## src/rtl/fsm_01010_detector_pkg.sv

```systemverilog
// ---------------------------------------------------------------------------
// fsm_01010_detector_pkg
//   Shared types and constants for the 0-1-0-1-0 serial sequence detector.
//   - state_t : 3-bit state encoding S0..S5 (codes 6 and 7 are unused)
//   - PATTERN : the detected bit sequence, first received bit in the MSB
// ---------------------------------------------------------------------------
package fsm_01010_detector_pkg;

  localparam int PATTERN_LEN = 5;

  // PATTERN[4] is the first bit on the wire, PATTERN[0] the last.
  localparam logic [PATTERN_LEN-1:0] PATTERN = 5'b01010;

  typedef enum logic [2:0] {
    S0 = 3'd0,
    S1 = 3'd1,
    S2 = 3'd2,
    S3 = 3'd3,
    S4 = 3'd4,
    S5 = 3'd5
  } state_t;

endpackage

```

## src/rtl/fsm_01010_detector_sat_counter.sv

```systemverilog
// ---------------------------------------------------------------------------
// fsm_01010_detector_sat_counter
//   Saturating up-counter used for the debug match count. Holds at all-ones
//   instead of wrapping.
// Ports:
//   clk    in   1   rising-edge clock
//   rst    in   1   asynchronous reset, active-high, clears count
//   inc    in   1   increment request for this cycle
//   count  out  W   current count value
// ---------------------------------------------------------------------------
module fsm_01010_detector_sat_counter #(
  parameter int W = 8
) (
  input  logic         clk,
  input  logic         rst,
  input  logic         inc,
  output logic [W-1:0] count
);

  logic at_max;

  assign at_max = (count == {W{1'b1}});

  always_ff @(posedge clk or posedge rst) begin
    if (rst) begin
      count <= '0;
    end else if (inc && !at_max) begin
      count <= count + 1'b1;
    end
  end

endmodule

```

## src/rtl/fsm_01010_detector.sv

```systemverilog
// ---------------------------------------------------------------------------
// fsm_01010_detector
//   Moore detector for the serial pattern 0-1-0-1-0 on x, one bit per rising
//   clk edge. y is high for the single cycle the FSM sits in S5. Overlapping
//   matches are optional; a saturating counter tracks detections for debug.
// Parameters:
//   OVERLAP      1: reuse suffix "0101" after a match; 0: restart after match
//   CNT_W        width of match_count
// Ports:
//   clk          in   1      rising-edge clock
//   rst          in   1      asynchronous reset, active-high
//   x            in   1      serial data bit
//   y            out  1      high while in S5 (01010 just received)
//   match_count  out  CNT_W  detections since reset, saturating
//
//   state | meaning
//   ------+-----------------------------
//   S0    | idle, no useful history
//   S1    | received "0"
//   S2    | received "01"
//   S3    | received "010"
//   S4    | received "0101"
//   S5    | received "01010", y = 1
// ---------------------------------------------------------------------------
module fsm_01010_detector
  import fsm_01010_detector_pkg::*;
#(
  parameter int OVERLAP = 1,
  parameter int CNT_W   = 8
) (
  input  logic             clk,
  input  logic             rst,
  input  logic             x,
  output logic             y,
  output logic [CNT_W-1:0] match_count
);

  state_t state_q;
  state_t state_d;
  logic   enter_s5;

  always_ff @(posedge clk or posedge rst) begin
    if (rst) begin
      state_q <= S0;
    end else begin
      state_q <= state_d;
    end
  end

  // Each state advances when x equals the next expected pattern bit; on a
  // mismatch it falls back to the longest history that is still a prefix.
  always_comb begin
    state_d = S0;
    case (state_q)
      S0: state_d = (x == PATTERN[4]) ? S1 : S0;
      S1: state_d = (x == PATTERN[3]) ? S2 : S1;
      S2: state_d = (x == PATTERN[2]) ? S3 : S0;
      S3: state_d = (x == PATTERN[1]) ? S4 : S1;
      S4: state_d = (x == PATTERN[0]) ? S5 : S0;
      S5: begin
        if (x == PATTERN[4]) begin
          state_d = S1;
        end else begin
          // "01010" + '1' ends in "0101", reusable only when overlapping.
          state_d = (OVERLAP != 0) ? S4 : S0;
        end
      end
      default: state_d = S0;
    endcase
  end

  assign y        = (state_q == S5);
  assign enter_s5 = (state_d == S5) && (state_q != S5);

  fsm_01010_detector_sat_counter #(
    .W(CNT_W)
  ) u_match_cnt (
    .clk  (clk),
    .rst  (rst),
    .inc  (enter_s5),
    .count(match_count)
  );

endmodule

```

## config.mk

```make
export PLATFORM = sky130hd
export DESIGN_NAME = fsm_01010_detector
export DESIGN_NICKNAME = d
export VERILOG_FILES = /design/src/rtl/fsm_01010_detector_pkg.sv /design/src/rtl/fsm_01010_detector_sat_counter.sv /design/src/rtl/fsm_01010_detector.sv
export SDC_FILE = /design/constraint.sdc
export NUM_CORES = 1
export LEC_CHECK = 0
export ABC_AREA = 1
export BUFFER_PORTS_ARGS = -buffer_cell sky130_fd_sc_hd__clkbuf_2
export CORE_AREA = 2 2 39 41
export CTS_CLUSTER_SIZE = 20
export DETAILED_ROUTE_END_ITERATION = 6
export DIE_AREA = 0 0 41 43
export PLACE_DENSITY_LB_ADDON = 0.2
export SKIP_LAST_GASP = 1
export SYNTH_ARGS = -nofsm -noshare
export SYNTH_HDL_FRONTEND = slang
export SYNTH_SLANG_ARGS = --single-unit
```

## constraint.sdc

```tcl
create_clock -name clk -period 1.73 [get_ports clk]
set_input_delay 0.346 -clock clk [delete_from_list [all_inputs] [get_ports clk]]
set_output_delay 0.346 -clock clk [all_outputs]
set_load 0.01 [all_outputs]
```

==> results.md <==
- All-layer global routing usage: 0.182
- Count leader, synth: nand2_1
- Post-synth top area share: 0.415
- Final Cycle Share: 0.805
- Finish-stage setup viols: 0
- Main synth FF type: dfrtp_1
- Sinks on Clock Net: 11
- Max Cap Viol: 0
- Sequential-to-total area share from yosys stat: 0.415
- Startpoint Class: register
- CP Data Arrival Time: around 1.1 ns
- Deepest clock path buffer count: 2
- CTS tree: done
- Die Y-Extent: ~43 um
- Final wirelength: roughly 1.1 mm
- Fin. max-slew vios: 0
- Final core utilization: 0.552
- Final setup TNS: 0 ns
- Initial drt markers: 11
- Pre-antenna DRT Iters: 4
- Slew margin rel.: 0.720
- Leak: 0.422 nW
- Hold buffers post-CTS: 0
- Routed length per instance: between 9 and 10 um
- Status: finished, final reports clean
- Overall Power: between 0.7 and 0.8 mW
- Chip Width: a little over 40 um
- PortBufs: 11
- CP endpoint kind: output port
- # diodes: 0
- Hold Fails Final Rpt: 0
- HPWL after DPL: roughly 900 um
- CTS root buffer: clkbuf_4
- Final ANT Viol Nets: 0
- Std-Cell Rows: 14
- #FFs+latches synth: 11
- Total CTS buffers: 3
- Final Critical Period: between 1 and 1.5 ns
- Crit-path max FO: 3
- RSZ-0062 raised after global routing: no
- Slowest-stage cell, CP: dfrtp_1
- Cells after Synth: 84
- Worst hold margin: between 0.03 and 0.04 ns
- I/O pin count: 12
- Reg clk slew, reported paths: 0.07 ns
- Syn Nets: 88
- Critical path's largest stage delay: 0.40 ns
- Proportion of layout cells with a drive suffix above 1: 0.263
- Final RePlAce weighted congestion: roughly 0.78
- Initial antenna violation count: 0
- DR vias: ~570
- Worst endpoint required time: roughly 1.4 ns
- Area Overhead vs Synth: 15.3%
- Layout net count: ~100
- F_max: between 700 and 800 MHz
- Hold Path Class: in -> async
- Largest net degree at the start of global routing: 12
- PwrDens: 987 nW/um^2
- H-tree Lvls: 1
- Post-CTS Setup Repair Bufs: 0
- Drt via density: a little under 5
- Post-CTS Resized: 0
- Gr ovfl total: 0
- Async S/R FF share, synth: 1.00
- Die ar.: 1760 um^2
- Synth unique cells: 21
- Worst IR drop on VDD: 577 uV
- Initial Util: 0.479
- Final non-filler cell total: between 100 and 150
- Area contributors post-synth: dfrtp_1 42%, nand2_1 19%, inv_1 5.1%
- Vias in the first global route: 504
- DR DRC count: 0
- CP Cell Sequence: inv_2, nand2_2, nor2_1, clkbuf_2
- Worst-skew pair later-pin latency: 0.27 ns
- First-pass GRT wire length: approximately 2.0 mm
- Mean area per synthesized cell: between 7 and 8 um^2
- Tightest Pin Transition: 0.419 ns
- Critical path class: reg -> out
- Core box area: 1380 um^2
- Synth warn: 0
- Post-Syn Area: 663 um^2
- Synth top cells by count: 33 x nand2_1, 11 x dfrtp_1, 9 x inv_1, 6 x nor2_1, 4 x nand3_1
- Final Skew: 0.000894 ns
- Area leader, netlist: dfrtp_1
- Post-synth EDFFs: 0
- Placed cells: ~110
-- worst max-delay path, delay by kind of cell (launching register included) --
kind	cells	cell delay (ns)
buffers and inverters	2	0.20
flip-flops	1	0.40
AND/OR/NAND/NOR	2	0.17
-- where the power goes --
part / internal [mW] / switching [mW]
combinational: 0.0877 / 0.131
sequential: 0.305 / 0.0541
clock: 0.0894 / 0.0875
total: 0.482 / 0.273
-- routing by layer --
layer	track usage	routed length, um	part of all wire	vias to the layer above
li1	-	-	-	288
met1	0.228	516	0.46	254
met2	0.250	498	0.44	18
met3	0.0524	78	0.069	5
met4	0.140	36	0.032	0
met5	0	0	0	-
-- final timing paths --
path                                      start                   end  slack, ns  cells past startpoint
hold / removal                              rst            state_q[2]       0.04                      2
min in group clk                              x            state_q[0]       0.25                      2
setup / recovery                     state_q[1]                     y       0.34                      4
hold reg to reg            u_match_cnt.count[6]  u_match_cnt.count[6]       0.55                      2
max in group asynchronous                   rst  u_match_cnt.count[1]       1.40                      2
setup reg to reg           u_match_cnt.count[0]  u_match_cnt.count[1]       0.38                      8
-- final cells by class --
cell class | count | area (um^2)
Clock buffer | 4 | 26.3
Fill cell | 135 | 619
Inverter | 12 | 50.0
Multi-Input combinational cell | 61 | 338
Sequential cell | 11 | 275
Tap cell | 16 | 20.0
Timing Repair Buffer | 11 | 55.1
-- flip-flops by register name, indices dropped and copies added (netlist names) --
signal / count
state_q: 3
u_match_cnt.count: 8
-- through the flow --
stage | cell area [um^2] | setup slack [ns]
after floorplan | 663 | 0.426
after global placement | 738 | 0.433
after detailed placement | 738 | 0.378
after CTS | 764 | 0.322
after global routing | 764 | 0.252
final | 764 | 0.337
-- layout by cell type (no fill, tap or decap), drive strengths merged --
master	synthesis	routed
xnor2	1	1
nand2	38	38
clkinv	1	1
nor2	10	10
nand3	4	4
a21boi	1	1
clkbuf	0	15
xor2	2	2
inv	11	11
dfrtp	11	11
o21ai	1	1
a21oi	1	1
ha	1	1
nand4	2	2
-- kinds of logic after synthesis --
logic type                 after synthesis  synth area share
and+or+nand+nor                         54             0.419
adders and majority gates                1            0.0189
xor gates and xnor gates                 3            0.0396
buffers and inverters                   12            0.0755
AOI/OAI and AO/OA                        3            0.0321
DFF                                     11             0.415
(Power assumes the default switching activity.)
